File: src/rtl/sram_port_arbiter_if.sv
// Bundled handshake signals of the inst requester, data requester and the shared memory port.
// The arbiter takes the master view; requesters and memory together take the slave view.
interface sram_port_arbiter_if #(
  parameter int ADDR_W = 32,
  parameter int DATA_W = 32
);
  logic              inst_req;
  logic [ADDR_W-1:0] inst_addr;
  logic              inst_addr_ok;
  logic              inst_data_ok;
  logic [DATA_W-1:0] inst_rdata;

  logic              data_req;
  logic              data_wr;
  logic [1:0]        data_size;
  logic [ADDR_W-1:0] data_addr;
  logic [DATA_W-1:0] data_wdata;
  logic              data_addr_ok;
  logic              data_data_ok;
  logic [DATA_W-1:0] data_rdata;

  logic              mem_req;
  logic              mem_wr;
  logic [1:0]        mem_size;
  logic [ADDR_W-1:0] mem_addr;
  logic [DATA_W-1:0] mem_wdata;
  logic              mem_addr_ok;
  logic              mem_data_ok;
  logic [DATA_W-1:0] mem_rdata;

  modport master (
    input  inst_req, inst_addr,
    input  data_req, data_wr, data_size, data_addr, data_wdata,
    input  mem_addr_ok, mem_data_ok, mem_rdata,
    output inst_addr_ok, inst_data_ok, inst_rdata,
    output data_addr_ok, data_data_ok, data_rdata,
    output mem_req, mem_wr, mem_size, mem_addr, mem_wdata
  );

  modport slave (
    output inst_req, inst_addr,
    output data_req, data_wr, data_size, data_addr, data_wdata,
    output mem_addr_ok, mem_data_ok, mem_rdata,
    input  inst_addr_ok, inst_data_ok, inst_rdata,
    input  data_addr_ok, data_data_ok, data_rdata,
    input  mem_req, mem_wr, mem_size, mem_addr, mem_wdata
  );
endinterface

File: src/rtl/sram_port_arbiter.sv
// Shares one SRAM-like memory port between the inst and data requesters, one transaction
// outstanding; data has priority with a starvation guard, and a WB flush drops an in-flight inst response.
module sram_port_arbiter #(
  parameter int ADDR_W     = 32,
  parameter int DATA_W     = 32,
  parameter int STARVE_MAX = 4
) (
  input  logic                 clk,
  input  logic                 rst_n,
  input  logic                 flush,
  sram_port_arbiter_if.master  bus
);

  localparam logic [3:0] STARVE_LIM = 4'(STARVE_MAX);

  typedef enum logic [1:0] {
    ST_IDLE = 2'd0,
    ST_REQ  = 2'd1,
    ST_RESP = 2'd2
  } state_t;

  state_t            state_r;
  state_t            state_nxt_s;

  logic              grant_any_s;
  logic              grant_inst_s;

  logic              owner_inst_r;
  logic              wr_r;
  logic [1:0]        size_r;
  logic [ADDR_W-1:0] addr_r;
  logic [DATA_W-1:0] wdata_r;
  logic              drop_r;
  logic [3:0]        starve_cnt_r;
  logic [DATA_W-1:0] inst_rdata_r;
  logic [DATA_W-1:0] data_rdata_r;

  logic              mem_req_s;
  logic              inst_aok_s;
  logic              data_aok_s;
  logic              inst_dok_s;
  logic              data_dok_s;

  // Arbitration: data wins unless inst has waited through STARVE_MAX data grants.
  always_comb begin
    grant_any_s = bus.inst_req | bus.data_req;
    if (bus.inst_req && (!bus.data_req || (starve_cnt_r == STARVE_LIM))) begin
      grant_inst_s = 1'b1;
    end else begin
      grant_inst_s = 1'b0;
    end
  end

  // FSM state register.
  always_ff @(posedge clk) begin
    if (!rst_n) begin
      state_r <= ST_IDLE;
    end else begin
      state_r <= state_nxt_s;
    end
  end

  // FSM next-state logic; address and data phases never share a state.
  always_comb begin
    state_nxt_s = ST_IDLE;
    case (state_r)
      ST_IDLE: begin
        if (grant_any_s) begin
          state_nxt_s = ST_REQ;
        end else begin
          state_nxt_s = ST_IDLE;
        end
      end
      ST_REQ: begin
        if (bus.mem_addr_ok) begin
          state_nxt_s = ST_RESP;
        end else begin
          state_nxt_s = ST_REQ;
        end
      end
      ST_RESP: begin
        if (bus.mem_data_ok) begin
          state_nxt_s = ST_IDLE;
        end else begin
          state_nxt_s = ST_RESP;
        end
      end
      default: state_nxt_s = ST_IDLE;
    endcase
  end

  // FSM outputs: request strobe and the owner's handshake pulses.
  always_comb begin
    mem_req_s  = 1'b0;
    inst_aok_s = 1'b0;
    data_aok_s = 1'b0;
    inst_dok_s = 1'b0;
    data_dok_s = 1'b0;
    case (state_r)
      ST_REQ: begin
        mem_req_s = 1'b1;
        if (bus.mem_addr_ok) begin
          inst_aok_s = owner_inst_r;
          data_aok_s = ~owner_inst_r;
        end else begin
          inst_aok_s = 1'b0;
          data_aok_s = 1'b0;
        end
      end
      ST_RESP: begin
        if (bus.mem_data_ok) begin
          // A flush arriving together with the response still squashes it.
          inst_dok_s = owner_inst_r & ~drop_r & ~flush;
          data_dok_s = ~owner_inst_r;
        end else begin
          inst_dok_s = 1'b0;
          data_dok_s = 1'b0;
        end
      end
      default: begin
        mem_req_s = 1'b0;
      end
    endcase
  end

  // Latch the granted transaction so mem_* stay stable until accepted.
  always_ff @(posedge clk) begin
    if (!rst_n) begin
      owner_inst_r <= 1'b0;
      wr_r         <= 1'b0;
      size_r       <= 2'd0;
      addr_r       <= {ADDR_W{1'b0}};
      wdata_r      <= {DATA_W{1'b0}};
    end else if ((state_r == ST_IDLE) && grant_any_s) begin
      if (grant_inst_s) begin
        owner_inst_r <= 1'b1;
        wr_r         <= 1'b0;
        size_r       <= 2'd2;
        addr_r       <= bus.inst_addr;
        wdata_r      <= {DATA_W{1'b0}};
      end else begin
        owner_inst_r <= 1'b0;
        wr_r         <= bus.data_wr;
        size_r       <= bus.data_size;
        addr_r       <= bus.data_addr;
        wdata_r      <= bus.data_wdata;
      end
    end
  end

  // Starvation counter: counts data grants that bypassed a waiting inst request.
  always_ff @(posedge clk) begin
    if (!rst_n) begin
      starve_cnt_r <= 4'd0;
    end else if ((state_r == ST_IDLE) && grant_any_s) begin
      if (grant_inst_s || !bus.inst_req) begin
        starve_cnt_r <= 4'd0;
      end else if (starve_cnt_r != STARVE_LIM) begin
        starve_cnt_r <= starve_cnt_r + 4'd1;
      end
    end
  end

  // Drop flag: the request cannot be withdrawn, so the inst response is discarded instead.
  always_ff @(posedge clk) begin
    if (!rst_n) begin
      drop_r <= 1'b0;
    end else if ((state_r == ST_RESP) && bus.mem_data_ok) begin
      drop_r <= 1'b0;
    end else if (flush && owner_inst_r && ((state_r == ST_REQ) || (state_r == ST_RESP))) begin
      drop_r <= 1'b1;
    end
  end

  // Read data holding registers, refreshed only on a delivered response.
  always_ff @(posedge clk) begin
    if (!rst_n) begin
      inst_rdata_r <= {DATA_W{1'b0}};
      data_rdata_r <= {DATA_W{1'b0}};
    end else begin
      if (inst_dok_s) begin
        inst_rdata_r <= bus.mem_rdata;
      end
      if (data_dok_s) begin
        data_rdata_r <= bus.mem_rdata;
      end
    end
  end

  assign bus.mem_req      = mem_req_s;
  assign bus.mem_wr       = wr_r;
  assign bus.mem_size     = size_r;
  assign bus.mem_addr     = addr_r;
  assign bus.mem_wdata    = wdata_r;

  assign bus.inst_addr_ok = inst_aok_s;
  assign bus.inst_data_ok = inst_dok_s;
  assign bus.inst_rdata   = inst_dok_s ? bus.mem_rdata : inst_rdata_r;

  assign bus.data_addr_ok = data_aok_s;
  assign bus.data_data_ok = data_dok_s;
  assign bus.data_rdata   = data_dok_s ? bus.mem_rdata : data_rdata_r;

endmodule

File: src/flat_wrapper.sv
// flat-port wrapper written by rule: the top's interface ports become plain ports
module sram_port_arbiter_flat 
#(
  parameter int ADDR_W     = 32,
  parameter int DATA_W     = 32,
  parameter int STARVE_MAX = 4
)
  (clk, rst_n, flush, bus_inst_req, bus_inst_addr, bus_data_req, bus_data_wr, bus_data_size, bus_data_addr, bus_data_wdata, bus_mem_addr_ok, bus_mem_data_ok, bus_mem_rdata, bus_inst_addr_ok, bus_inst_data_ok, bus_inst_rdata, bus_data_addr_ok, bus_data_data_ok, bus_data_rdata, bus_mem_req, bus_mem_wr, bus_mem_size, bus_mem_addr, bus_mem_wdata);
  sram_port_arbiter_if #(.ADDR_W(ADDR_W), .DATA_W(DATA_W)) bus_i ();
  input  logic clk;
  input  logic rst_n;
  input  logic flush;
  input wire logic [$bits(bus_i.inst_req)-1:0] bus_inst_req;
  input wire logic [$bits(bus_i.inst_addr)-1:0] bus_inst_addr;
  input wire logic [$bits(bus_i.data_req)-1:0] bus_data_req;
  input wire logic [$bits(bus_i.data_wr)-1:0] bus_data_wr;
  input wire logic [$bits(bus_i.data_size)-1:0] bus_data_size;
  input wire logic [$bits(bus_i.data_addr)-1:0] bus_data_addr;
  input wire logic [$bits(bus_i.data_wdata)-1:0] bus_data_wdata;
  input wire logic [$bits(bus_i.mem_addr_ok)-1:0] bus_mem_addr_ok;
  input wire logic [$bits(bus_i.mem_data_ok)-1:0] bus_mem_data_ok;
  input wire logic [$bits(bus_i.mem_rdata)-1:0] bus_mem_rdata;
  output wire logic [$bits(bus_i.inst_addr_ok)-1:0] bus_inst_addr_ok;
  output wire logic [$bits(bus_i.inst_data_ok)-1:0] bus_inst_data_ok;
  output wire logic [$bits(bus_i.inst_rdata)-1:0] bus_inst_rdata;
  output wire logic [$bits(bus_i.data_addr_ok)-1:0] bus_data_addr_ok;
  output wire logic [$bits(bus_i.data_data_ok)-1:0] bus_data_data_ok;
  output wire logic [$bits(bus_i.data_rdata)-1:0] bus_data_rdata;
  output wire logic [$bits(bus_i.mem_req)-1:0] bus_mem_req;
  output wire logic [$bits(bus_i.mem_wr)-1:0] bus_mem_wr;
  output wire logic [$bits(bus_i.mem_size)-1:0] bus_mem_size;
  output wire logic [$bits(bus_i.mem_addr)-1:0] bus_mem_addr;
  output wire logic [$bits(bus_i.mem_wdata)-1:0] bus_mem_wdata;
  assign bus_i.inst_req = bus_inst_req;
  assign bus_i.inst_addr = bus_inst_addr;
  assign bus_i.data_req = bus_data_req;
  assign bus_i.data_wr = bus_data_wr;
  assign bus_i.data_size = bus_data_size;
  assign bus_i.data_addr = bus_data_addr;
  assign bus_i.data_wdata = bus_data_wdata;
  assign bus_i.mem_addr_ok = bus_mem_addr_ok;
  assign bus_i.mem_data_ok = bus_mem_data_ok;
  assign bus_i.mem_rdata = bus_mem_rdata;
  assign bus_inst_addr_ok = bus_i.inst_addr_ok;
  assign bus_inst_data_ok = bus_i.inst_data_ok;
  assign bus_inst_rdata = bus_i.inst_rdata;
  assign bus_data_addr_ok = bus_i.data_addr_ok;
  assign bus_data_data_ok = bus_i.data_data_ok;
  assign bus_data_rdata = bus_i.data_rdata;
  assign bus_mem_req = bus_i.mem_req;
  assign bus_mem_wr = bus_i.mem_wr;
  assign bus_mem_size = bus_i.mem_size;
  assign bus_mem_addr = bus_i.mem_addr;
  assign bus_mem_wdata = bus_i.mem_wdata;
  sram_port_arbiter #(.ADDR_W(ADDR_W), .DATA_W(DATA_W), .STARVE_MAX(STARVE_MAX)) u_core (.clk(clk), .rst_n(rst_n), .flush(flush), .bus(bus_i));
endmodule
File: config.mk
export PLATFORM = sky130hd
export DESIGN_NAME = sram_port_arbiter_flat
export DESIGN_NICKNAME = d
export VERILOG_FILES = /design/src/rtl/sram_port_arbiter_if.sv /design/src/rtl/sram_port_arbiter.sv /design/src/flat_wrapper.sv
export SDC_FILE = /design/constraint.sdc
export NUM_CORES = 1
export LEC_CHECK = 0
export CORE_MARGIN = 10
export CORE_UTILIZATION = 38
export DETAILED_ROUTE_END_ITERATION = 6
export PLACE_DENSITY = 0.74
export SLEW_MARGIN = 10
export SYNTH_ARGS = -nofsm -noshare
export SYNTH_HDL_FRONTEND = slang
export SYNTH_SLANG_ARGS = --single-unit
File: constraint.sdc
create_clock -name clk -period 1.53 [get_ports clk]
set_input_delay 0.306 -clock clk [delete_from_list [all_inputs] [get_ports clk]]
set_output_delay 0.306 -clock clk [all_outputs]
set_load 0.01 [all_outputs]
==> flow_summary.json <==
{
  "drt-initial-drc-count": 313,
  "synth_top_area_cell": "dfxtp_1",
  "syn_nets": 823,
  "synthesis.area_mm2": 0.006025,
  "final_nets": 1199,
  "vdd_ir_drop_max_mv": 0.7772,
  "skew_ns": 0.01423,
  "drc": 0,
  "crit_start": "u_core.state_r[0]$_SDFF_PN0_",
  "dr.pass1.iters": 5,
  "slew_viol_final": 0,
  "p_leak_nw": 6.117,
  "yosys-top-cells-area": "dfxtp_1 46%, a211oi_2 6.0%, a21oi_1 5.7%",
  "grt.total_usage": 0.2233,
  "cap_viol_max_count": 0,
  "numCtsBuffers": 17,
  "fmax_ghz": 0.4574,
  "seq_power_share": 0.345,
  "power.share.combinational": 0.267,
  "yosysWarnings": 0,
  "routedWlPerCell_um": 22.85,
  "setup_ws_ns": -0.6564,
  "status": "complete, but fails checks",
  "yosys.cell_count.top_type": "dfxtp_1",
  "switching_power_mw": 3.256,
  "crit_path_start_kind": "flop",
  "synthArstFlopShare": 0,
  "tightest_slew_ns": 0.5540,
  "swShare": 0.2822,
  "vias": 6985,
  "min_period_ns": 2.186,
  "cp_cell_sequence": "inv_2, ha_4, and4b_2, buf_6, buf_6, nand3_2, nand2_2, buf_6",
  "syn-instance-count": 679,
  "hold_slack_ns": 0.3870,
  "reg2reg_from": "u_core.state_r[1]$_SDFF_PN0_",
  "ys_types": 36,
  "syn_to_final_growth_pct": 111.1,
  "placementRows": 45,
  "cp-end-kind": "output pin",
  "min_period_over_period": 1.429,
  "dieHeight_um": 145.9,
  "relSlewSlack": 0.6307,
  "min_from": "rst_n",
  "power_per_cell_area_mw_per_mm2": 907.2,
  "p_clk_frac": 0.388,
  "antenna_found_initial": 1,
  "cts_tree": "done",
  "arrival_ns": 1.88,
  "clk_latency_ns": 0.43,
  "crit_buf_inv": 4,
  "place.gp.congestion": 0.7942,
  "via_per_inst": 5.457,
  "start_util": 0.3919,
  "drive_gt1_frac": 0.4991,
  "reg2reg_slack_ns": -0.29,
  "fin_util": 0.8274,
  "cts_root_buf": "clkbuf_16",
  "coreArea_mm2": 0.01537,
  "cts_sinks": 139,
  "grt_max_degree": 40,
  "grt_pass1_wl_um": 38760,
  "grt_setup_unrepaired": "yes",
  "die_x_um": 145.9,
  "path_common_cell": "buf_6",
  "dpl.hpwl_um": 15960,
  "boundaryPins": 274,
  "grt_overflow": 0,
  "failed_checks": "negative setup slack",
  "yosysSeqAreaShare": 0.4619,
  "synth-seq-cells": 139,
  "portBuffers": 273,
  "crit_family": "simple AND/OR/NAND/NOR gates",
  "ys_top_cells_by_count": "139 x dfxtp_1, 69 x a21oi_1, 67 x nand2_1",
  "ant_nets": 0,
  "synth_edf_count": 0,
  "cp.required_ns": 1.22,
  "ctsHoldBuffers": 0,
  "hp-class": "in2reg",
  "cpPeakStageDelay_ns": 0.32,
  "grt_pass1_vias": 6773,
  "avgSynthCellArea_um2": 8.873,
  "crit_slowest_cell": "dfxtp_2",
  "hold_viol_final": 0,
  "fp.dieArea_mm2": 0.02129,
  "worstSetupPathType": "reg2out",
  "crit_fanout": 7,
  "synth_ff_type": "dfxtp_1",
  "clk_path_buf_depth": 2,
  "power.internal_mw": 8.281,
  "wl_um": 29250,
  "synth_top_area_share": 0.4619,
  "setup_viol": 167,
  "cts_max_level": 4,
  "clkTransAtPathRegs_ns": 0.06
}
power groups by stage:
stage / registers (mW) / clock network, mW / logic (mW)
after floorplan: 4.07 / 0 / 0.698
after global placement: 3.98 / 0 / 1.91
after detailed placement: 3.99 / 0 / 1.92
after CTS: 3.92 / 4.48 / 2.50
after global routing: 4.00 / 4.67 / 3.21
final: 3.98 / 4.48 / 3.08
worst register-to-register path: stages, from the launching register on:
cell       delay (ns)
dfxtp_4          0.36
buf_6            0.09
buf_6            0.10
inv_6            0.04
ha_4             0.18
o21ai_4          0.19
buf_6            0.17
buf_8            0.13
buf_6            0.13
clkbuf_16        0.15
nand2_2          0.07
a21oi_2          0.14
state kept, by name, indices dropped and copies added, names as in the netlist:
register and flops:
u_core.drop_r 1, u_core.owner_inst_r 1, u_core.state_r 2, u_core.bus.mem_wdata 32
u_core.inst_rdata_r 32, u_core.bus.mem_addr 32, u_core.data_rdata_r 32, u_core.bus.mem_wr 1
u_core.starve_cnt_r 4, u_core.bus.mem_size 2
final timing paths:
kind / endpoint / cells past startpoint
worst min-delay path: u_core.bus.mem_wdata[13]$_SDFFE_PN0P_ / 3
worst max register to register: u_core.bus.mem_wdata[16]$_SDFFE_PN0P_ / 11
worst min register to register: u_core.bus.mem_wdata[3]$_SDFFE_PN0P_ / 2
worst max-delay path: bus_inst_rdata[20] / 8
routing by layer:
metal  vias to the layer above  global-route usage  wire (um)
met2                       314              0.3662      14550
met1                      3410              0.2662      11280
met4                         0             0.05915        908
met5                         -                   0          0
li1                       3191                   -          -
met3                        70             0.08662       2508
metrics by stage:
| stage | setup TNS, ns | std cells | setup WS [ns] | instance area [um^2] | power, mW |
|---|---|---|---|---|---|
| after floorplan | -0.00003730 | 679 | -0.000004663 | 6146 | 4.764 |
| after global placement | -85.47 | 1180 | -0.7951 | 9615 | 5.893 |
| after detailed placement | -89.59 | 1180 | -0.8482 | 9615 | 5.903 |
| after CTS | -54.46 | 1258 | -0.6876 | 11330 | 10.91 |
| after global routing | -63.62 | 1280 | -0.7569 | 12720 | 11.88 |
| final | -51.95 | 1280 | -0.6564 | 12720 | 11.54 |
kinds of logic (layout without fill, tap and decap cells):
family | after synthesis | after routing | share of synthesized area
compound gates | 208 | 209 | 0.2272
xor+xnor | 2 | 2 | 0.002908
fa+ha+maj | 6 | 6 | 0.01246
buf+inv | 74 | 462 | 0.05462
flops | 139 | 139 | 0.4619
mux | 33 | 33 | 0.06148
other cells | 0 | 1 | 0
simple gates | 217 | 217 | 0.1794
final cells by class:
cell class	count	area [um^2]
repair buffers	423	4845
inverters	7	31.28
diodes	1	2.502
fillers	781	2654
clock inverters	13	190.2
flip-flops and latches	139	2790
clock buffers	19	442.9
well taps	211	264.0
multi-input cells	467	4151
repair_timing:
action / CTS / global route
setup endpoints to repair: 204 / 246
gates cloned: 14 / 11
pin swaps: 25 / 95
buffers inserted: 36 / 21
gates resized for setup: 456 / 319
cell usage in the layout, fill, tap and decap left out, types with 11 or more instances in the layout:
cell,n
o21ai_2,36
buf_2,15
mux2_4,18
nand2_2,25
buf_6,82
nand2_4,17
o21ai_4,17
a21oi_1,44
a211oi_2,51
clkbuf_16,27
dfxtp_1,135
a21oi_2,25
a211oi_4,11
mux2_2,14
clkdlybuf4s50_1,134
o21ai_1,13
dlymetal6s2s_1,67
buf_12,28
nand3_2,25
buf_4,72
nor2_1,29
nand4_1,34
nand2_1,25
and2_4,12
and2_1,22
(Power assumes the default switching activity.)
